$ cat config.mk
export PLATFORM = sky130hd
export DESIGN_NAME = pipe_hazard_ctrl_flat
export DESIGN_NICKNAME = d
export VERILOG_FILES = /design/src/rtl/pipe_hazard_ctrl_pkg.sv /design/src/rtl/pipe_hazard_ctrl_if.sv /design/src/rtl/pipe_hazard_ctrl_load_use_det.sv /design/src/rtl/pipe_hazard_ctrl.sv /design/src/flat_wrapper.sv
export SDC_FILE = /design/constraint.sdc
export NUM_CORES = 1
export LEC_CHECK = 0
export ABC_AREA = 1
export BUFFER_PORTS_ARGS = -buffer_cell sky130_fd_sc_hd__buf_4
export CELL_PAD_IN_SITES_DETAIL_PLACEMENT = 1
export CELL_PAD_IN_SITES_GLOBAL_PLACEMENT = 1
export CORE_MARGIN = 2
export CORE_UTILIZATION = 28
export CTS_CLUSTER_SIZE = 14
export DETAILED_ROUTE_END_ITERATION = 6
export GPL_ROUTABILITY_DRIVEN = 0
export GPL_TIMING_DRIVEN = 0
export PLACE_DENSITY_LB_ADDON = 0.15
export SETUP_SLACK_MARGIN = 0.4
export SLEW_MARGIN = 0
export SYNTH_ARGS = -nofsm -noshare
export SYNTH_HDL_FRONTEND = slang
export SYNTH_SLANG_ARGS = --single-unit
$ cat constraint.sdc
create_clock -name clk -period 1.3 [get_ports clk]
set_input_delay 0.13 -clock clk [delete_from_list [all_inputs] [get_ports clk]]
set_output_delay 0.13 -clock clk [all_outputs]
set_load 0.01 [all_outputs]
$ cat src/rtl/pipe_hazard_ctrl_pkg.sv
// pipe_hazard_ctrl_pkg: register-address constants and hazard controller state encoding.
package pipe_hazard_ctrl_pkg;
  localparam int RegAddrSize = 5;
  localparam logic [RegAddrSize-1:0] ZeroReg = '0;
  localparam int HzStateBus = 2;
  typedef enum logic [HzStateBus-1:0] {
    HzStateRun     = 2'd0,
    HzStateMemWait = 2'd1,
    HzStateHalt    = 2'd2
  } hz_state_e;
endpackage

$ cat src/rtl/pipe_hazard_ctrl_if.sv
// pipe_hazard_ctrl_if: hazard inputs from the pipeline and per-stage control outputs.
interface pipe_hazard_ctrl_if
  import pipe_hazard_ctrl_pkg::*;
#(
  parameter int REG_ADDR_W = RegAddrSize
);
  logic [REG_ADDR_W-1:0] dc_rs1, dc_rs2, alu_rd;
  logic dc_rs1_used, dc_rs2_used, alu_is_load, alu_br_taken, mem_req, mem_ready;
  logic stall_pc, stall_if_dc, stall_dc_alu, stall_alu_mem;
  logic bubble_dc_alu, flush_if_dc, pc_redirect, halted, mem_err;
  modport master (
    output dc_rs1, dc_rs2, dc_rs1_used, dc_rs2_used, alu_rd, alu_is_load, alu_br_taken,
           mem_req, mem_ready,
    input  stall_pc, stall_if_dc, stall_dc_alu, stall_alu_mem, bubble_dc_alu, flush_if_dc,
           pc_redirect, halted, mem_err
  );
  modport slave (
    input  dc_rs1, dc_rs2, dc_rs1_used, dc_rs2_used, alu_rd, alu_is_load, alu_br_taken,
           mem_req, mem_ready,
    output stall_pc, stall_if_dc, stall_dc_alu, stall_alu_mem, bubble_dc_alu, flush_if_dc,
           pc_redirect, halted, mem_err
  );
endinterface

$ cat src/rtl/pipe_hazard_ctrl_load_use_det.sv
// hazard_load_use_det: flags a DC-stage read of a register still being loaded in ALU (x0 exempt).
module hazard_load_use_det
  import pipe_hazard_ctrl_pkg::*;
#(
  parameter int REG_ADDR_W = RegAddrSize
) (
  input  logic [REG_ADDR_W-1:0] rs1,
  input  logic [REG_ADDR_W-1:0] rs2,
  input  logic [REG_ADDR_W-1:0] rd,
  input  logic                  rs1_used,
  input  logic                  rs2_used,
  input  logic                  is_load,
  output logic                  load_use
);
  assign load_use = is_load && (rd != REG_ADDR_W'(ZeroReg)) &&
                    ((rs1_used && rs1 == rd) || (rs2_used && rs2 == rd));
endmodule

$ cat src/rtl/pipe_hazard_ctrl.sv
// pipe_hazard_ctrl: load-use / branch / mem-wait stall, bubble and flush control with timeout halt.
// Optional HAZARD_PERF_CNT_EN adds load-stall, mem-stall and flush event counters.
module pipe_hazard_ctrl
  import pipe_hazard_ctrl_pkg::*;
#(
  parameter int REG_ADDR_W  = RegAddrSize,
  parameter int MEM_TIMEOUT = 64,
  parameter int CNT_W       = 8
) (
  input logic clk,
  input logic rst,
  pipe_hazard_ctrl_if.slave hz
`ifdef HAZARD_PERF_CNT_EN
  ,
  output logic [31:0] perf_load_stalls,
  output logic [31:0] perf_mem_stalls,
  output logic [31:0] perf_flushes
`endif
);
  hz_state_e state, state_nxt;
  logic [CNT_W-1:0] wait_cnt, cnt_nxt;
  logic err, err_nxt, load_use, mem_stall, in_halt, hold, br, lu;
  hazard_load_use_det #(.REG_ADDR_W(REG_ADDR_W)) u_det (
    .rs1(hz.dc_rs1), .rs2(hz.dc_rs2), .rd(hz.alu_rd),
    .rs1_used(hz.dc_rs1_used), .rs2_used(hz.dc_rs2_used),
    .is_load(hz.alu_is_load), .load_use(load_use)
  );
  assign mem_stall = hz.mem_req & ~hz.mem_ready;
  assign in_halt   = state == HzStateHalt;
  // a frozen pipeline defers branch and load-use until the memory releases it
  assign hold = in_halt | mem_stall;
  assign br   = ~hold & hz.alu_br_taken;
  assign lu   = ~hold & ~hz.alu_br_taken & load_use;
  assign hz.stall_pc      = hold | lu;
  assign hz.stall_if_dc   = hold | lu;
  assign hz.stall_dc_alu  = hold;
  assign hz.stall_alu_mem = hold;
  assign hz.bubble_dc_alu = br | lu;
  assign hz.flush_if_dc   = br;
  assign hz.pc_redirect   = br;
  assign hz.halted        = in_halt;
  assign hz.mem_err       = err;
  always_comb begin
    state_nxt = HzStateRun;
    cnt_nxt   = '0;
    err_nxt   = err;
    if (in_halt) begin
      state_nxt = HzStateHalt;
      cnt_nxt   = wait_cnt;
    end else if (mem_stall) begin
      state_nxt = (state == HzStateMemWait && wait_cnt == CNT_W'(MEM_TIMEOUT - 1)) ? HzStateHalt : HzStateMemWait;
      err_nxt   = err | (state_nxt == HzStateHalt);
      cnt_nxt   = (state == HzStateRun) ? CNT_W'(1) : wait_cnt + CNT_W'(wait_cnt != '1);
    end
  end
  always_ff @(posedge clk) begin
    if (!rst) begin
      state    <= HzStateRun;
      wait_cnt <= '0;
      err      <= 1'b0;
    end else begin
      state    <= state_nxt;
      wait_cnt <= cnt_nxt;
      err      <= err_nxt;
    end
  end
`ifdef HAZARD_PERF_CNT_EN
  always_ff @(posedge clk) begin
    if (!rst) begin
      perf_load_stalls <= '0;
      perf_mem_stalls  <= '0;
      perf_flushes     <= '0;
    end else begin
      perf_load_stalls <= perf_load_stalls + 32'(lu);
      perf_mem_stalls  <= perf_mem_stalls + 32'(mem_stall & ~in_halt);
      perf_flushes     <= perf_flushes + 32'(br);
    end
  end
`endif
endmodule

$ cat src/flat_wrapper.sv
// flat-port wrapper written by rule: the top's interface ports become plain ports
module pipe_hazard_ctrl_flat import pipe_hazard_ctrl_pkg::*;
#(
  parameter int REG_ADDR_W  = RegAddrSize,
  parameter int MEM_TIMEOUT = 64,
  parameter int CNT_W       = 8
)
  (clk, rst, hz_dc_rs1, hz_dc_rs2, hz_dc_rs1_used, hz_dc_rs2_used, hz_alu_rd, hz_alu_is_load, hz_alu_br_taken, hz_mem_req, hz_mem_ready, hz_stall_pc, hz_stall_if_dc, hz_stall_dc_alu, hz_stall_alu_mem, hz_bubble_dc_alu, hz_flush_if_dc, hz_pc_redirect, hz_halted, hz_mem_err);
  pipe_hazard_ctrl_if #(.REG_ADDR_W(REG_ADDR_W)) hz_i ();
  input logic clk;
  input logic rst;
  input wire logic [$bits(hz_i.dc_rs1)-1:0] hz_dc_rs1;
  input wire logic [$bits(hz_i.dc_rs2)-1:0] hz_dc_rs2;
  input wire logic [$bits(hz_i.dc_rs1_used)-1:0] hz_dc_rs1_used;
  input wire logic [$bits(hz_i.dc_rs2_used)-1:0] hz_dc_rs2_used;
  input wire logic [$bits(hz_i.alu_rd)-1:0] hz_alu_rd;
  input wire logic [$bits(hz_i.alu_is_load)-1:0] hz_alu_is_load;
  input wire logic [$bits(hz_i.alu_br_taken)-1:0] hz_alu_br_taken;
  input wire logic [$bits(hz_i.mem_req)-1:0] hz_mem_req;
  input wire logic [$bits(hz_i.mem_ready)-1:0] hz_mem_ready;
  output wire logic [$bits(hz_i.stall_pc)-1:0] hz_stall_pc;
  output wire logic [$bits(hz_i.stall_if_dc)-1:0] hz_stall_if_dc;
  output wire logic [$bits(hz_i.stall_dc_alu)-1:0] hz_stall_dc_alu;
  output wire logic [$bits(hz_i.stall_alu_mem)-1:0] hz_stall_alu_mem;
  output wire logic [$bits(hz_i.bubble_dc_alu)-1:0] hz_bubble_dc_alu;
  output wire logic [$bits(hz_i.flush_if_dc)-1:0] hz_flush_if_dc;
  output wire logic [$bits(hz_i.pc_redirect)-1:0] hz_pc_redirect;
  output wire logic [$bits(hz_i.halted)-1:0] hz_halted;
  output wire logic [$bits(hz_i.mem_err)-1:0] hz_mem_err;
  assign hz_i.dc_rs1 = hz_dc_rs1;
  assign hz_i.dc_rs2 = hz_dc_rs2;
  assign hz_i.dc_rs1_used = hz_dc_rs1_used;
  assign hz_i.dc_rs2_used = hz_dc_rs2_used;
  assign hz_i.alu_rd = hz_alu_rd;
  assign hz_i.alu_is_load = hz_alu_is_load;
  assign hz_i.alu_br_taken = hz_alu_br_taken;
  assign hz_i.mem_req = hz_mem_req;
  assign hz_i.mem_ready = hz_mem_ready;
  assign hz_stall_pc = hz_i.stall_pc;
  assign hz_stall_if_dc = hz_i.stall_if_dc;
  assign hz_stall_dc_alu = hz_i.stall_dc_alu;
  assign hz_stall_alu_mem = hz_i.stall_alu_mem;
  assign hz_bubble_dc_alu = hz_i.bubble_dc_alu;
  assign hz_flush_if_dc = hz_i.flush_if_dc;
  assign hz_pc_redirect = hz_i.pc_redirect;
  assign hz_halted = hz_i.halted;
  assign hz_mem_err = hz_i.mem_err;
  pipe_hazard_ctrl #(.REG_ADDR_W(REG_ADDR_W), .MEM_TIMEOUT(MEM_TIMEOUT), .CNT_W(CNT_W)) u_core (.clk(clk), .rst(rst), .hz(hz_i));
endmodule
; ---- Word-level counts from Yosys, hierarchy flattened
; Index checks and enable logic that the tools add are counted.
[totals]
regBits = 11
word_cells = 41
input_bits = 23
out_inout_bits = 9
[classes]
n_mux = 5
bitwise = 14
n_eq_ne = 7
n_reduce_logical = 10
n_addsub = 1
[op_table]
columns = operator, n
row1 = two-way mux 8 bit, 2
row2 = equality test 5 bit, 2
row3 = adder 8 x 1 -> 8 bit, 1
row4 = "equality test 8 x 6 -> 1 bit, second input constant", 1
row5 = "!= test 8 bit, second input constant", 1
row6 = two-way mux 2 bit, 3
row7 = inverter 1 bit, 6
row8 = logical AND 1 bit, 5
row9 = nonzero test 5 bit, 1
row10 = bitwise AND 1 bit, 4
row11 = "equality test 2 bit, second input constant", 2
row12 = bitwise OR 1 bit, 4
row13 = OR reduction 3 bit, 1
row14 = "equality test 2 x 1 -> 1 bit, second input constant", 1
row15 = logical NOT 2 bit, 1
row16 = AND reduction 2 bit, 1
row17 = logical OR 1 bit, 1

; ---- Longest topological paths before layout
[logic_depth]
depth_word = 7
ltp_mapped = 10
depth_no_buf = 10

; ---- Cells and area by module
; Synthesis repeated with hierarchy kept, for this count alone.
[unflattened]
hier_cells = 149
area_unflattened_um2 = 867.1
[by_module_without_submodules]
columns = module, area_per_inst_um2, cells_per_inst, seq_area_each_um2, instances
row1 = pipe_hazard_ctrl, 650.6, 95, 220.2, 1
row2 = hazard_load_use_det, 216.5, 54, 0.0, 1

; ---- Worst setup path before layout
; No wires, ideal clock.
[synth_timing]
path_type = register -> register
from = reg u_core.wait_cnt[2]
to = reg u_core.wait_cnt[5]
synth_period_minus_slack_ns = 1.433
path_slack_ns = -0.133
setup_time_ns = 0.118
n_path_buf = 0
required_time_ns = 1.182
t_arrival_ns = 1.315
stages_incl_launch_ff = 11
cell_sequence = dfxtp_1 -> nand2_1 -> nor2_1 -> nand4_1 -> ha_1 -> nand2_2 -> nor2_4 -> nand2_1 -> nor2_1 -> nor2_1 -> nor3_2
[synth_between]
elab_chain_len = 4
[synth_lines]
columns = element, line
row1 = from (decl), pipe_hazard_ctrl.sv:21  ; logic [CNT_W-1:0] wait_cnt, cnt_nxt;
row2 = from (signal assigned), pipe_hazard_ctrl.sv:63  ; wait_cnt <= cnt_nxt;
row3 = != test 8 bit, pipe_hazard_ctrl.sv:53  ; cnt_nxt = (state == HzStateRun) ? CNT_W'(1) : wait_cnt + CNT_W'(wait_cnt != '1);
row4 = adder 8 x 1 -> 8 bit *, pipe_hazard_ctrl.sv:53
row5 = two-way mux 8 bit *, pipe_hazard_ctrl.sv:53
row6 = two-way mux 8 bit *, pipe_hazard_ctrl.sv:50  ; end else if (mem_stall) begin
; Every way passes the cells marked *; elsewhere a longest branch is shown, timed or not.
; A chain may end at the register's enable or synchronous reset.

; ---- Final worst setup path
[layout_timing]
from = reg u_core.state[0]
to = out hz_stall_pc
[layout_between]
elab_chain_len = 6
[layout_lines]
columns = element, line
row1 = from (decl), pipe_hazard_ctrl.sv:20  ; hz_state_e state, state_nxt;
row2 = from (signal assigned), pipe_hazard_ctrl.sv:58  ; state <= HzStateRun;
row3 = from (signal assigned), pipe_hazard_ctrl.sv:62  ; state <= state_nxt;
row4 = equality test 2 bit *, pipe_hazard_ctrl.sv:29  ; assign in_halt = state == HzStateHalt;
row5 = bitwise OR 1 bit *, pipe_hazard_ctrl.sv:31  ; assign hold = in_halt | mem_stall;
row6 = inverter 1 bit, pipe_hazard_ctrl.sv:33  ; assign lu = ~hold & ~hz.alu_br_taken & load_use;
row7 = bitwise AND 1 bit (2 in series), pipe_hazard_ctrl.sv:33
row8 = bitwise OR 1 bit *, pipe_hazard_ctrl.sv:34  ; assign hz.stall_pc = hold | lu;
row9 = to (decl), flat_wrapper.sv:21  ; output wire logic [$bits(hz_i.stall_pc)-1:0] hz_stall_pc;
; Marked as above.

==> reports/summary.txt <==
EDFF count, synth -> 0
Final wirelength -> 3370 um
Clk Latency, worst-skew pair -> 0.29 ns
Syn Inst Count -> 149
Via Count -> 1119
RSZ-0062 raised after global routing -> true
Leading area contributor after synthesis -> dfxtp_1
Maximum buffer depth of the clock tree -> 2
Antenna violations before repair -> 0
Peak supply drop -> 0.000203 V
Ys async rst share -> 0%
Register area share after synthesis -> 25.4%
Grt ovf -> 0
Vias in the first global route -> 1145
Core Area -> 3000 um^2
Post-synth top area share -> 25.4%
GRT Total Usage -> 18.5%
First-pass GRT wire length -> 4950 um
Arrival @ worst endpoint -> 1.35 ns
Setup ws final -> -0.180 ns
Syn avg cell area -> 5.82 um^2
Multi-input combinational cell area -> 644 um^2
CP peak stage delay -> 0.33 ns
Worst path required time -> 1.17 ns
Final worst path period share -> 114%
Initial DRC Count -> 26
Lkg Pwr -> 0.810 nW
Starting density of the core -> 28.9%
Hold Path Class -> in2reg
Top post-synthesis cells by count -> nand2_1 (53), inv_1 (20), nor2_1 (16), dfxtp_1 (11), nand3_1 (8)
Fin. Hold Viols -> 0
Vias per inst -> 4.64
Synth Register Bits -> 11
Hold Buf Count CTS -> 0
Dominant cells by area after synthesis -> dfxtp_1 (25%), nand2_1 (23%), inv_1 (8.7%), nor2_1 (6.9%), nand3_1 (4.6%)
WS Path Type -> reg2out
CTS tree -> done
Average routed wire per standard cell -> 14.0 um
PortBufs -> 31
Slew headroom -> 82.5%
Worst-path fanout max -> 2
Clk sinks -> 11
DIE WIDTH -> 59.7 um
Antenna diodes -> 0
Post-layout util -> 52.2%
Register Area -> 235 um^2
Pre-CTS setup slack -> -0.199 ns
I/O Pins -> 32
Pwr/cell area -> 543 nW/um^2
Post-synthesis to final-layout area growth -> 80.7%
Run status -> complete, but fails checks
Failing checks -> negative setup slack
Warnings, synthesis -> 0
Post-DP HPWL -> 2100 um
Slowest cell on the critical path -> dfxtp_2
Nets -> 234
Clk_skew -> 0.00493 ns
Crit-path cells -> inv_2 -> nand2_4 -> nand2_4 -> inv_2 -> buf_4 -> buf_4 -> nand2_2 -> buf_6 -> buf_6
Clock root buffer -> clkbuf_4
Number of placement rows -> 20
H-tree depth -> 1
Worst-Margin Slew -> 0.260 ns
Finish-stage setup viols -> 15
Syn nets -> 174
Cell Area, Synth -> 867 um^2
Netlist cell types -> 25
First-pass iteration count of the detailed router -> 6
CTS Buf Count -> 3
Largest net degree at the start of global routing -> 9
Post-synth top flop -> dfxtp_1
Most numerous cell in the Yosys netlist -> nand2_1
Hold slack -> 0.147 ns
Slew Viols, Final -> 0
Antenna viol nets, final -> 0
Setup crit start kind -> flip-flop
Clock slew at reported path FFs -> 0.08 ns
Die area -> 3560 um^2
Crit. End Element -> primary output
Fmax -> 676 MHz
Die Y -> 59.7 um
DRC viols -> 0
Clock period minus worst slack -> 1.48 ns
Max cap viols -> 0
# fillers -> 401
Layout cells sized above 1 -> 55.3%
[per-layer routing]
metal | global-route usage, % | vias up | wire, um
met5 | 0 | - | 0
met4 | 6.03 | 0 | 74
met3 | 3.68 | 7 | 121
met2 | 34.8 | 30 | 1830
met1 | 20.4 | 509 | 1340
li1 | - | 573 | -
[area by class of cell]
class / instances / area share (%)
multi-input combinational: 108 / 41.1
timing repair buffer: 55 / 30.2
sequential: 11 / 15.0
inverter: 27 / 7.19
tap: 33 / 2.64
buffer: 3 / 2.16
clock buffer: 4 / 1.68
[final timing paths]
kind / start / to / slack [ns] / cells after the start
worst min-delay path: rst / u_core.wait_cnt[1] / 0.15 / 3
worst max register to register: u_core.state[0] / u_core.wait_cnt[3] / -0.15 / 9
worst min register to register: u_core.hz.mem_err / u_core.hz.mem_err / 0.47 / 2
worst max-delay path: u_core.state[0] / hz_stall_pc / -0.18 / 9
[sequential cells by signal, summed over array words and instances, names as in the netlist]
register           flops
u_core.wait_cnt        8
u_core.state           2
u_core.hz.mem_err      1
[layout by cell type (no fill, tap or decap), drive strengths merged]
cell type and instances:
inv 26, o211ai 1, nand4 1, dfxtp 11, ha 2, clkinv 1, nand2 57, a211oi 1
a21oi 7, nor3 3, nand3 9, nor2 19, a31oi 1, o21ai 7, buf 58, clkbuf 4
[through the flow]
step	std cells	total power [mW]	TNS (ns)	area [um^2]
2_1_floorplan	149	0.442	-0.0455	905
3_3_place_gp	213	0.536	-0.815	1180
3_5_place_dp	213	0.541	-1.16	1180
4_1_cts	231	0.798	-1.00	1390
5_1_grt	241	0.903	-2.72	1570
6_report	241	0.850	-1.54	1570
[where the power goes]
part / internal, mW / switching (mW) / total (mW)
registers: 0.335 / 0.00269 / 0.338
logic: 0.137 / 0.112 / 0.249
clock network: 0.119 / 0.144 / 0.263
[critical path, delay by kind of cell (launching register included)]
family | cells | cell delay [ns]
buffers and inverters | 6 | 0.54
DFF | 1 | 0.33
and+or+nand+nor | 3 | 0.20
[kinds of logic (layout without fill, tap and decap cells)]
| group | Yosys count | count (layout) | share of synthesized area (%) |
|---|---|---|---|
| compound gates | 17 | 17 | 11.8 |
| fa+ha+maj | 2 | 2 | 2.89 |
| buf+inv | 30 | 89 | 14.4 |
| flops | 11 | 11 | 25.4 |
| simple gates | 89 | 89 | 45.5 |
[repair_timing]
item | in CTS | in global routing
pin swaps | 16 | 9
endpoints found under the setup margin | 19 | 20
buffers inserted | 14 | 10
endpoints found under the hold margin | 0 | 0
gates resized for setup | 24 | 31
No activity file was read; power rests on OpenSTA's default activity.
